**src/rtl/mips_pkg.sv**
```systemverilog
// Shared fetch-side definitions: word widths, jump opcodes and the fetch state encoding.
package mips_pkg;
  localparam int INSTR_W = 32;
  localparam int ADDR_W  = 32;

  localparam logic [5:0] OPC_J   = 6'b000010;
  localparam logic [5:0] OPC_JAL = 6'b000011;

  typedef enum logic [1:0] {
    IDLE = 2'd0,
    REQ  = 2'd1,
    HOLD = 2'd2,
    NEXT = 2'd3
  } fetch_state_e;
endpackage

```
**src/rtl/fetch_timeout_cnt.sv**
```systemverilog
// Counts consecutive cycles with run_i high; expired_o marks the last allowed cycle.
// Only built when IFETCH_TIMEOUT_EN is defined.
`ifdef IFETCH_TIMEOUT_EN
module fetch_timeout_cnt #(
  parameter int TIMEOUT_CYCLES = 16
) (
  input  logic clk,
  input  logic rst_n,
  input  logic run_i,
  output logic expired_o
);
  localparam int CW = $clog2(TIMEOUT_CYCLES + 1);

  logic [CW-1:0] cnt_q, cnt_d;

  always_comb begin
    cnt_d = '0;
    if (run_i) cnt_d = cnt_q + 1'b1;
  end

  always_ff @(posedge clk or negedge rst_n) begin
    if (!rst_n) cnt_q <= '0;
    else        cnt_q <= cnt_d;
  end

  assign expired_o = run_i && (cnt_q == CW'(TIMEOUT_CYCLES - 1));
endmodule
`endif

```
**src/rtl/instr_fetch_mips.sv**
```systemverilog
// Instruction fetch: PC -> imem req/ack -> held word for decode; best case 3 cycles/instr, decode stalls via instr_ready.
// IFETCH_TIMEOUT_EN adds a sticky fetch_err and halt when mem_ack never arrives.
module instr_fetch_mips
  import mips_pkg::*;
#(
  parameter logic [5:0] OPC_J   = mips_pkg::OPC_J,
  parameter logic [5:0] OPC_JAL = mips_pkg::OPC_JAL
`ifdef IFETCH_TIMEOUT_EN
  , parameter int TIMEOUT_CYCLES = 16
`endif
) (
  input  logic               clk,
  input  logic               reset,
  input  logic [ADDR_W-1:0]  pc_ptr,
  output logic               pc_advance,
  output logic               is_jump,
  output logic               mem_req,
  output logic [ADDR_W-1:0]  mem_addr,
  input  logic               mem_ack,
  input  logic [INSTR_W-1:0] mem_rdata,
  output logic [INSTR_W-1:0] instr,
  output logic               instr_valid,
  input  logic               instr_ready
`ifdef IFETCH_TIMEOUT_EN
  , output logic             fetch_err
`endif
);
  fetch_state_e       state_q, state_d;
  logic [ADDR_W-1:0]  addr_q, addr_d;
  logic [INSTR_W-1:0] instr_q, instr_d;
  logic               halt;
  logic               expired;
  logic               pc_lsb_unused;

  // Byte offset of the PC is dropped silently; fetches are word-aligned.
  assign pc_lsb_unused = ^pc_ptr[1:0];

`ifdef IFETCH_TIMEOUT_EN
  logic err_q, err_d;

  fetch_timeout_cnt #(.TIMEOUT_CYCLES(TIMEOUT_CYCLES)) u_timeout (
    .clk      (clk),
    .rst_n    (reset),
    .run_i    (state_q == REQ),
    .expired_o(expired)
  );

  always_comb begin
    err_d = err_q;
    if (state_q == REQ && !mem_ack && expired) err_d = 1'b1;
  end

  always_ff @(posedge clk or negedge reset) begin
    if (!reset) err_q <= 1'b0;
    else        err_q <= err_d;
  end

  assign halt      = err_q;
  assign fetch_err = err_q;
`else
  assign halt    = 1'b0;
  assign expired = 1'b0;
`endif

  always_ff @(posedge clk or negedge reset) begin
    if (!reset) state_q <= IDLE;
    else        state_q <= state_d;
  end

  always_comb begin
    state_d = state_q;
    case (state_q)
      IDLE: if (!halt) state_d = REQ;
      REQ: begin
        if (mem_ack)      state_d = HOLD;
        else if (expired) state_d = IDLE;
      end
      HOLD: if (instr_ready) state_d = NEXT;
      NEXT: state_d = REQ;
      default: state_d = IDLE;
    endcase
  end

  always_comb begin
    mem_req     = (state_q == REQ);
    instr_valid = (state_q == HOLD);
    pc_advance  = (state_q == HOLD) && instr_ready;
    is_jump     = pc_advance &&
                  (instr_q[31:26] == OPC_J || instr_q[31:26] == OPC_JAL);
  end

  always_comb begin
    addr_d  = addr_q;
    instr_d = instr_q;
    if ((state_q == IDLE && !halt) || state_q == NEXT)
      addr_d = {pc_ptr[ADDR_W-1:2], 2'b00};
    if (state_q == REQ && mem_ack)
      instr_d = mem_rdata;
  end

  always_ff @(posedge clk or negedge reset) begin
    if (!reset) begin
      addr_q  <= '0;
      instr_q <= '0;
    end else begin
      addr_q  <= addr_d;
      instr_q <= instr_d;
    end
  end

  assign mem_addr = addr_q;
  assign instr    = instr_q;
endmodule

```
**config.mk**
```make
export PLATFORM = sky130hd
export DESIGN_NAME = instr_fetch_mips
export DESIGN_NICKNAME = d
export VERILOG_FILES = /design/src/rtl/mips_pkg.sv /design/src/rtl/fetch_timeout_cnt.sv /design/src/rtl/instr_fetch_mips.sv
export SDC_FILE = /design/constraint.sdc
export NUM_CORES = 1
export LEC_CHECK = 0
export CORE_MARGIN = 10
export CORE_UTILIZATION = 30
export CTS_CLUSTER_SIZE = 28
export DETAILED_ROUTE_END_ITERATION = 10
export GPL_ROUTABILITY_DRIVEN = 1
export PLACE_DENSITY = 0.65
export RECOVER_POWER = 50
export SYNTH_ARGS = -nofsm -noshare
export SYNTH_HDL_FRONTEND = slang
export SYNTH_HIERARCHICAL = 1
export SYNTH_SLANG_ARGS = --single-unit
```
**constraint.sdc**
```tcl
create_clock -name clk -period 2 [get_ports clk]
set_input_delay 0.6 -clock clk [delete_from_list [all_inputs] [get_ports clk]]
set_output_delay 0.6 -clock clk [all_outputs]
set_load 0.01 [all_outputs]
```
# After elaboration in Yosys (flattened, before gate mapping)
# Cells that the tools add are included.
[word_totals]
register_bits = 64
latch_bits = 0
ram_bits = 0
mem_bits_ro = 0
inputBits = 68
output_inout_bits = 68
word_cells = 21
memories = 0
[op_classes]
addsub = 0
n_mul = 0
div_mod_pow = 0
order_cmp = 0
n_eq_ne = 7
n_shift = 0
n_mux = 3
n_bitwise = 0
reduce_logical = 8
[ops]
columns = ["cell", "count"]
rows = [
  ["6-bit by 2-bit == test with 1-bit output, second input constant", 2],
  ["2-bit one-hot mux with 3 select lines", 1],
  ["2-bit == test, second input constant", 2],
  ["2-bit two-way mux", 2],
  ["2-bit by 1-bit != test with 1-bit output, second input constant", 2],
  ["1-bit logical AND", 3],
  ["2-bit by 1-bit == test with 1-bit output, second input constant", 1],
  ["2-bit logical NOT", 1],
  ["1-bit logical OR", 2],
  ["2-bit AND reduction", 1],
  ["2-bit OR reduction", 1],
]

# Longest topological paths before layout
[depth]
ltp_word = 3
depth_mapped = 5
ltp_nobuf = 5

# Worst setup path before layout
# Ideal clock, no wire load.
[synth_timing]
path_type = "reg2out"
startpoint = "register state_q[0]"
endpoint = "output is_jump"
arrival_ns = 1.109
t_required_ns = 1.400
slack_ns = 0.291
stages_incl_launch_ff = 5
path_buffers = 0
path_cell_list = "dfrtp_1 inv_1 ha_1 and2_1 and4b_1"
[synth_via]
elab_chain_len = 3
[synth_rtl]
columns = ["item", "line_no", "rtl"]
rows = [
  ["from (decl)", "instr_fetch_mips.sv:28", "fetch_state_e state_q, state_d;"],
  ["from (signal assigned)", "instr_fetch_mips.sv:67", "else state_q <= state_d;"],
  ["2-bit == test", "n/a", ""],
  ["via instr_valid", "instr_fetch_mips.sv:22", "output logic instr_valid,"],
  ["1-bit logical AND", "instr_fetch_mips.sv:87", "pc_advance = (state_q == HOLD) && instr_ready;"],
  ["via pc_advance", "instr_fetch_mips.sv:15", "output logic pc_advance,"],
  ["1-bit logical AND", "instr_fetch_mips.sv:88", "is_jump = pc_advance &&"],
  ["to (decl)", "instr_fetch_mips.sv:16", "output logic is_jump,"],
]
# The timed path passes the listed nets, and every way through them passes these cells.

# Worst setup path in the final report
[layout_timing]
startpoint = "register state_q[1]"
endpoint = "output is_jump"
[layout_via]
elab_chain_len = 3
[layout_rtl]
columns = ["item", "line_no"]
rows = [
  ["2-bit == test", "instr_fetch_mips.sv:87"],
  ["1-bit logical AND", "instr_fetch_mips.sv:87"],
  ["1-bit logical AND", "instr_fetch_mips.sv:88"],
]
# Every way passes these cells.

==> flow_summary.toml <==
[outcome]
status = "completed"

[floorplan]
ios = 136
die_area_um2 = 12860
core_area_um2 = 8593
die_w_um = 113.4
die_h_um = 113.4
start_util_pct = 30.46
rows = 34

[timing]
setup_viol = 0
timing.final.crit_share_pct = 97.28
holdWs_ns = 0.5070
relSlewSlack_pct = 2.270
skew_ns = 0.007858
maxSlewViolCount = 0
grt_setup_unrepaired = "yes"
worst_pin_slew_ns = 1.466
fin_tns_setup_ns = 0
min_period_ns = 1.946
fmax_mhz = 514.0
hold_viol = 0

[critical_path]
cp_max_fo = 2
crit_arrival_ns = 1.35
r2r_start = "state_q[1]$_DFFE_PN0P_"
crit_path_end_kind = "output pin"
crit_type = "register to output pin"
required_ns = 1.40
start_kind = "register"
cp-startpoint = "state_q[1]$_DFFE_PN0P_"

[global_routing]
track_usage_pct = 11.16
met1_usage_pct = 12.93
grt_first_pass_wirelength_mm = 11.26
grt_pass1_vias = 2042
grt.busiest_layer = "met2"
antenna_found_initial = 0
grt_max_degree = 65
overflow = 0
grt_use_met2_pct = 16.21
met3_usage_pct = 6.457

[yosys]
synth.cell_area_um2 = 2618
synth.yosys.seq_area_share_pct = 61.19
yosys_warnings = 6
synth_compound_area_share_pct = 0.2390
synth_xor_area_share_pct = 0
syn_area_per_cell_um2 = 17.57
synth_top_family_by_area = "multiplexers"
ys_types = 15
postSynthCellCount = 149
ys_ff_latch = 64
muxShareOfSynthArea_pct = 31.74
synthSimpleGateAreaFrac_pct = 1.243
synthAdderAreaFrac_pct = 1.434

[power]
p_leak_nw = 1.902
p_per_area_nw_per_um2 = 1689
power_switching_share_pct = 30.21
p_sw_mw = 2.185
p_int_mw = 5.048
p_seq_share_pct = 32.3
vdd_ir_drop_max_v = 0.0006994
combPwrFrac_pct = 52.3
clock_power_share_pct = 15.4

[clock_tree]
clk-insertion-delay-late_ns = 0.33
cts.hold.buffers_added = 0
htreeDepth = 3
clockRootBuffer = "clkbuf_8"
clk_pin_slew_ns = 0.07
cts_tree = "yes"
cts_sinks = 64
cts_made_buffers = 9
cts_buffer_depth = 2

[detailed_routing]
routed_wirelength_mm = 7.069
drcViolationCount = 0
drt_pass1_iterations = 4
vias = 1771
dr.first_iter.drc_count = 54
wire_per_inst_um = 17.33
via_per_inst = 4.341
drtAntennaViolNets = 0

[worst_hold_path]
holdCritPathClass = "register to register"
hold_start = "instr[17]$_DFFE_PN0P_"

[cells_and_area]
ff_latch_area_um2 = 1602
most-common-layout-cells = "clkdlybuf4s50_1 (125), dfrtp_1 (64), mux2_2 (32)"
fillerInstances = 791
syn_to_final_growth_pct = 63.67
layoutNonFillerInstCount = 408
fin_nets = 366
final_common_cell = "clkdlybuf4s50_1"
final_layout_size_suffix_gt1_share_pct = 30.33
multi_input_area_um2 = 925.9
diodes = 0

[place]
routabilityCongestion = 0.7200
post-dp-hpwl_mm = 5.404
dp_cells = 392
port_buffers = 131

[job]
maxCapViolCount = 0
flip-flops by register name, indices dropped and copies added, names as in the netlist:
signal    count
instr        32
mem_addr     30
state_q       2
logic make-up after synthesis:
| group | count (synthesis) |
|---|---|
| multiplexers | 64 |
| buffers and inverters | 12 |
| adder cells (fa/ha/maj) | 3 |
| other | 1 |
| flip-flops | 64 |
| AND/OR/NAND/NOR | 4 |
| AO/OA/AOI/OAI | 1 |
metrics by stage:
step / area [um^2] / util, % / power (mW) / worst slack (ns)
finish: 4284 / 49.85 / 7.234 / 0.05439
global route: 4284 / 49.85 / 7.740 / -0.02369
CTS: 4299 / 50.03 / 7.426 / -0.02655
floorplan: 2621 / - / 4.304 / 0.2909
detailed placement: 4105 / 47.77 / 6.257 / -0.5288
global placement: 4105 / 47.77 / 6.185 / -0.5177
per-layer routing:
metal / part of all wire [%] / up-vias
met1: 41 / 864
met4: 2.2 / 0
met2: 45 / 85
met5: 0 / -
met3: 12 / 13
li1: - / 809
final cells by class:
class	count	share of cell area (%)
clock inverters	3	0.9346
repair buffers	142	32.86
multi-input cells	74	21.61
flip-flops and latches	64	37.38
well taps	108	3.154
clock buffers	13	3.709
inverters	4	0.3505
critical path: stages (launching register included):
cell,delay (ns)
dfrtp_1,0.41
ha_4,0.18
and2_4,0.15
and4b_1,0.15
buf_2,0.13
Yosys cell counts:
cell | n | area (um^2)
mux2i_1 | 2 | 20.02
dfrtp_1 | 64 | 1602
buf_4 | 2 | 15.01
o22ai_1 | 1 | 6.260
buf_2 | 3 | 15.01
mux2_2 | 32 | 360.4
buf_12 | 3 | 60.06
and4b_1 | 1 | 10.01
nor3_1 | 1 | 5.000
ha_1 | 3 | 37.54
conb_1 | 1 | 3.750
nand2_4 | 1 | 11.26
mux2_4 | 30 | 450.4
and2_1 | 1 | 6.260
inv_1 | 4 | 15.01
power groups by stage:
stage,logic [mW],registers [mW],clock network [mW]
finish,3.78,2.34,1.12
global route,4.07,2.44,1.23
CTS,3.91,2.34,1.17
detailed placement,3.90,2.36,0
global placement,3.86,2.33,0
floorplan,1.66,2.64,0
final timing paths:
check	endpoint	depth (start not counted)	slack, ns
min in group asynchronous	instr[20]$_DFFE_PN0P_	2	0.70
min reg2reg	instr[17]$_DFFE_PN0P_	1	0.51
min	instr[17]$_DFFE_PN0P_	1	0.51
max in group asynchronous	mem_addr[7]$_DFFE_PN0P_	2	0.38
max reg2reg	mem_addr[22]$_DFFE_PN0P_	3	0.31
max	is_jump	4	0.05
timing repair:
action / in CTS / in global routing
setup buffers: 0 / 0
gates resized for setup: 11 / 4
endpoints found under the setup margin: 4 / 3
pin swaps: 2 / 0
(Power assumes the default switching activity.)
